`src/rtl/load_store_unit.sv`:
```
// load_store_unit: issues one LD/ST at a time to the data memory and returns loaded words with a writeback pulse.
// Optional LSU_RANGE_CHECK_EN rejects accesses whose address is at or beyond DATA_MEM_DEPTH with a fault pulse.
module load_store_unit #(
   parameter int DATA_WIDTH     = 24,
   parameter int DATA_MEM_DEPTH = 16384
) (
   input  logic                  lsu_clk,
   input  logic                  lsu_rst,
   input  logic                  req_valid,
   output logic                  req_ready,
   input  logic [DATA_WIDTH-1:0] req_instr,
   input  logic [DATA_WIDTH-1:0] req_store_data,
   output logic [DATA_WIDTH-1:0] mem_instr,
   output logic [DATA_WIDTH-1:0] mem_data_out,
   output logic                  mem_we_load,
   output logic                  mem_we_store,
   input  logic [DATA_WIDTH-1:0] mem_rdata,
   output logic                  wb_valid,
   output logic [3:0]            wb_reg,
   output logic [DATA_WIDTH-1:0] wb_data,
   output logic                  fault,
   output logic [15:0]           access_count
);

   localparam logic [3:0] OP_LD = 4'b1010;
   localparam logic [3:0] OP_ST = 4'b1011;

   typedef enum logic [1:0] {
      IDLE,
      LD_ISSUE,
      LD_CAPT,
      ST_ISSUE
   } lsu_state_t;

   lsu_state_t r_state;
   lsu_state_t w_nextState;

   logic [DATA_WIDTH-1:0] r_memInstr;
   logic [DATA_WIDTH-1:0] r_memDataOut;
   logic [DATA_WIDTH-1:0] r_wbData;
   logic [3:0]            r_wbReg;
   logic                  r_weLoad;
   logic                  r_weStore;
   logic                  r_wbValid;
   logic                  r_fault;
   logic [15:0]           r_accessCount;

   logic w_accept;
   logic w_isLd;
   logic w_isSt;
   logic w_outOfRange;
   logic w_startLoad;
   logic w_startStore;
   logic w_faultNow;
   logic w_capture;
   logic w_countInc;

   assign req_ready = (r_state == IDLE) && !lsu_rst;
   assign w_accept  = req_valid && req_ready;
   assign w_isLd    = (req_instr[23:20] == OP_LD);
   assign w_isSt    = (req_instr[23:20] == OP_ST);

`ifdef LSU_RANGE_CHECK_EN
   logic [15:0] w_reqAddr;
   assign w_reqAddr    = req_instr[19:4];
   assign w_outOfRange = (32'(w_reqAddr) >= 32'(DATA_MEM_DEPTH));
`else
   assign w_outOfRange = 1'b0;
`endif

   // Sequencing: non-memory opcodes and rejected addresses are consumed without leaving IDLE
   always_comb begin
      w_nextState  = r_state;
      w_startLoad  = 1'b0;
      w_startStore = 1'b0;
      w_faultNow   = 1'b0;
      w_capture    = 1'b0;
      w_countInc   = 1'b0;
      case (r_state)
         IDLE: begin
            if (w_accept && (w_isLd || w_isSt)) begin
               if (w_outOfRange) begin
                  w_faultNow = 1'b1;
               end else if (w_isLd) begin
                  w_startLoad = 1'b1;
                  w_nextState = LD_ISSUE;
               end else begin
                  w_startStore = 1'b1;
                  w_nextState  = ST_ISSUE;
               end
            end
         end
         LD_ISSUE: begin
            w_nextState = LD_CAPT;
         end
         LD_CAPT: begin
            w_capture   = 1'b1;
            w_countInc  = 1'b1;
            w_nextState = IDLE;
         end
         ST_ISSUE: begin
            w_countInc  = 1'b1;
            w_nextState = IDLE;
         end
         default: begin
            w_nextState = IDLE;
         end
      endcase
   end

   always_ff @(posedge lsu_clk or posedge lsu_rst) begin
      if (lsu_rst) begin
         r_state <= IDLE;
      end else begin
         r_state <= w_nextState;
      end
   end

   // Strobes are registered from the acceptance decision so they line up with the issue states
   always_ff @(posedge lsu_clk or posedge lsu_rst) begin
      if (lsu_rst) begin
         r_memInstr    <= '0;
         r_memDataOut  <= '0;
         r_wbData      <= '0;
         r_wbReg       <= '0;
         r_weLoad      <= 1'b0;
         r_weStore     <= 1'b0;
         r_wbValid     <= 1'b0;
         r_fault       <= 1'b0;
         r_accessCount <= '0;
      end else begin
         r_weLoad  <= w_startLoad;
         r_weStore <= w_startStore;
         r_wbValid <= w_capture;
         r_fault   <= w_faultNow;
         if (w_accept) begin
            r_memInstr <= req_instr;
            if (w_isSt) begin
               r_memDataOut <= req_store_data;
            end
         end
         if (w_capture) begin
            r_wbData <= mem_rdata;
            r_wbReg  <= r_memInstr[3:0];
         end
         if (w_countInc) begin
            r_accessCount <= r_accessCount + 16'd1;
         end
      end
   end

   assign mem_instr    = r_memInstr;
   assign mem_data_out = r_memDataOut;
   assign mem_we_load  = r_weLoad;
   assign mem_we_store = r_weStore;
   assign wb_valid     = r_wbValid;
   assign wb_reg       = r_wbReg;
   assign wb_data      = r_wbData;
   assign fault        = r_fault;
   assign access_count = r_accessCount;

endmodule

```
`config.mk`:
```
export PLATFORM = sky130hd
export DESIGN_NAME = load_store_unit
export DESIGN_NICKNAME = d
export VERILOG_FILES = /design/src/rtl/load_store_unit.sv
export SDC_FILE = /design/constraint.sdc
export NUM_CORES = 1
export LEC_CHECK = 0
export ABC_AREA = 0
export CAP_MARGIN = 5
export CORE_AREA = 5 5 99 101
export DETAILED_ROUTE_END_ITERATION = 8
export DIE_AREA = 0 0 104 106
export PLACE_DENSITY = 0.93
export SLEW_MARGIN = 25
export SYNTH_ARGS = -nofsm -noshare
export SYNTH_HDL_FRONTEND = slang
export SYNTH_SLANG_ARGS = --single-unit
```
`constraint.sdc`:
```
create_clock -name lsu_clk -period 5.34 [get_ports lsu_clk]
set_input_delay 0.801 -clock lsu_clk [delete_from_list [all_inputs] [get_ports lsu_clk]]
set_output_delay 0.801 -clock lsu_clk [all_outputs]
set_load 0.005 [all_outputs]
```
==> key figures <==
Status
  – Status: completed

Yosys
  – Synth warn: 0
  – Post-synth EDFFs: 0
  – Mapped Nets: 317
  – Synth area leaders: dfrtp_1 (65%), mux2_2 (17%), mux2_1 (5.4%)
  – Synth unique cells: 26
  – Mapped Area: 3741 um^2
  – Commonest cells post-synth: dfrtp_1 (97), mux2_2 (58), mux2_1 (18)
  – Yosys top cell by area: dfrtp_1
  – Ys flop type: dfrtp_1
  – Post-synth top area share: 0.6488
  – Synthesis-stage register bit count: 97
  – Post-synthesis sequential area ratio: 0.6488
  – Asr flop ratio synth: 1.000
  – Post-synthesis cell count: 241
  – Avg Cell Area, Syn: 15.52 um^2
  – Cell with the most instances after synthesis: dfrtp_1

Power and ir drop
  – Leakage: 2.448 nW
  – Power, Total: 1.980 mW
  – Power Density: 345.3 nW/um^2
  – Max VDD drop: 0.2090 mV

STA
  – TNS Setup: 0 ns
  – Final setup vio count: 0
  – Worst clock skew: 0.01029 ns
  – Final number of max-transition violations: 0
  – Slew HR: 0.5592
  – Max Freq: 347.4 MHz
  – Crit share post-route: 0.5390
  – Hold WS: 0.4846 ns
  – Tmin final: 2.878 ns
  – Hold Fails Final Rpt: 0
  – PnR worst setup slack: 2.462 ns
  – RSZ-0062 raised after global routing: false
  – Transition time of the tightest slew-check pin: 0.6612 ns

GRT
  – Antenna violations before repair: 0
  – First-pass GRT wire length: 15.02 mm
  – Grt ovf: 0
  – Total Routing Usage GR: 0.1678
  – Largest net degree at the start of global routing: 55
  – Vias in the first global route: 2920

Placed design
  – Cells after DPL: 514
  – DP Worst Slack: 1.724 ns
  – Cell Area, Placed: 5537 um^2
  – Post-DP HPWL: 6.927 mm
  – GP Congestion: 0.6890
  – IO Port Bufs: 170

Floorplan
  – Placement row count: 35
  – Die height: 106 um
  – Die X: 104 um
  – Ports: 172
  – Die footprint: 11020 um^2
  – Starting Density: 0.4188
  – Core box area: 8934 um^2

Critical path
  – Reg2reg setup slack: 2.83 ns
  – CP arrival: 3.10 ns
  – Worst Path Buf+Inv: 2
  – Max incr delay on CP: 0.73 ns
  – Worst path slowest cell: and4_2
  – CP required: 5.57 ns
  – Worst-path fanout max: 26
  – Top Family by Delay on Critical Path: simple AND/OR/NAND/NOR gates
  – Critical path endpoint category: flip-flop
  – Critical path startpoint category: primary input
  – Crit-path cells: clkdlybuf4s50_1 > nor4b_4 > buf_4 > and4_2 > mux2_2
  – Critical path type: primary input to flip-flop

Finish
  – N_diodes: 0
  – Layout cell share with drive strength beyond 1: 0.1909
  – Core Util, Final: 0.6420
  – Fin nets: 490
  – Final Instance Area: 5736 um^2
  – P&R area growth vs syn: 53.31%
  – Fin cells: 530

Routing
  – Initial DRC count: 49
  – Wire length per cell: 17.26 um
  – First-pass DRT Iterations: 4
  – Routed vias/inst: 4.877
  – Via count: 2585
  – Final WL: 9.147 mm
  – Post-route DRC: 0
  – DRT antenna net count: 0

CTS
  – H-tree depth: 3
  – Post-cts sizing count: 0
  – Cts hold-fix bufs: 0
  – CTS tree: done
  – Clk buf depth: 2
  – Clock transition at path regs: 0.09 ns
  – CTS buffer count: 9
  – CTS root buf: clkbuf_8
  – Clock latency on the worst-skew pair: 0.34 ns
  – Total setup buffers inserted after CTS: 0
  – # clock sinks: 97

Min path
  – Hold Path Class: flip-flop to flip-flop

Job
  – Max Cap Viol: 0
-- layout by cell type, fill, tap and decap left out, drive strengths merged, types with 2 or more instances in the layout --
| master | synthesis | routed |
|---|---|---|
| clkdlybuf4s50 | 0 | 170 |
| nand3 | 2 | 2 |
| dfrtp | 97 | 97 |
| nor4b | 2 | 2 |
| clkinvlp | 0 | 3 |
| nand4 | 7 | 7 |
| inv | 5 | 5 |
| nor4 | 6 | 6 |
| clkbuf | 1 | 12 |
| buf | 10 | 3 |
| xor2 | 10 | 10 |
| nor2b | 2 | 2 |
| nand2 | 6 | 6 |
| mux2 | 76 | 76 |
| nor3 | 5 | 5 |
| xnor2 | 5 | 5 |
-- report_power, final --
part	leakage [nW]	switching (mW)	internal [mW]	total [mW]
clock network	0.0888	0.243	0.230	0.473
logic	1.14	0.161	0.386	0.547
registers	1.22	0.0855	0.875	0.961
-- worst reg2reg max path: cells and delay by family, from the launching register on --
kind | cells | cell delay (ns)
AND/OR/NAND/NOR | 2 | 1.07
flip-flops | 1 | 0.53
multiplexers | 1 | 0.43
buffers and inverters | 1 | 0.36
-- metal layers --
layer / GRT usage / share of wire / vias up
met5: 0 / 0 / -
met1: 0.1864 / 0.38 / 1269
li1: - / - / 1186
met2: 0.2901 / 0.50 / 116
met4: 0.04625 / 0.018 / 0
met3: 0.07772 / 0.096 / 14
-- area by class of cell --
cell class / count / area, um^2
Clock buffer: 12 / 145.1
Clock inverter: 4 / 52.55
Fill cell: 693 / 3198
Inverter: 5 / 21.27
Multi-Input combinational cell: 128 / 1226
Sequential cell: 97 / 2427
Tap cell: 111 / 138.9
Timing Repair Buffer: 173 / 1724
-- cell families (layout without fill, tap and decap cells) --
family / Yosys count / count (layout) / share of synthesized area
simple gates: 33 / 33 / 0.05451
compound gates: 2 / 2 / 0.004012
buf+inv: 16 / 194 / 0.02441
other cells: 1 / 1 / 0.001002
mux: 76 / 76 / 0.2288
xor+xnor: 15 / 15 / 0.03512
flops: 97 / 97 / 0.6488
fa+ha+maj: 1 / 1 / 0.003344
-- final timing paths --
path	cells past startpoint	start	to
max	5	lsu_rst	mem_data_out[21]
min	1	access_count[15]	access_count[15]
max reg2reg	4	r_state[1]	mem_data_out[21]
min reg2reg	1	access_count[15]	access_count[15]
max in group asynchronous	3	lsu_rst	wb_valid
min in group asynchronous	2	lsu_rst	mem_data_out[0]
(Power assumes the default switching activity.)
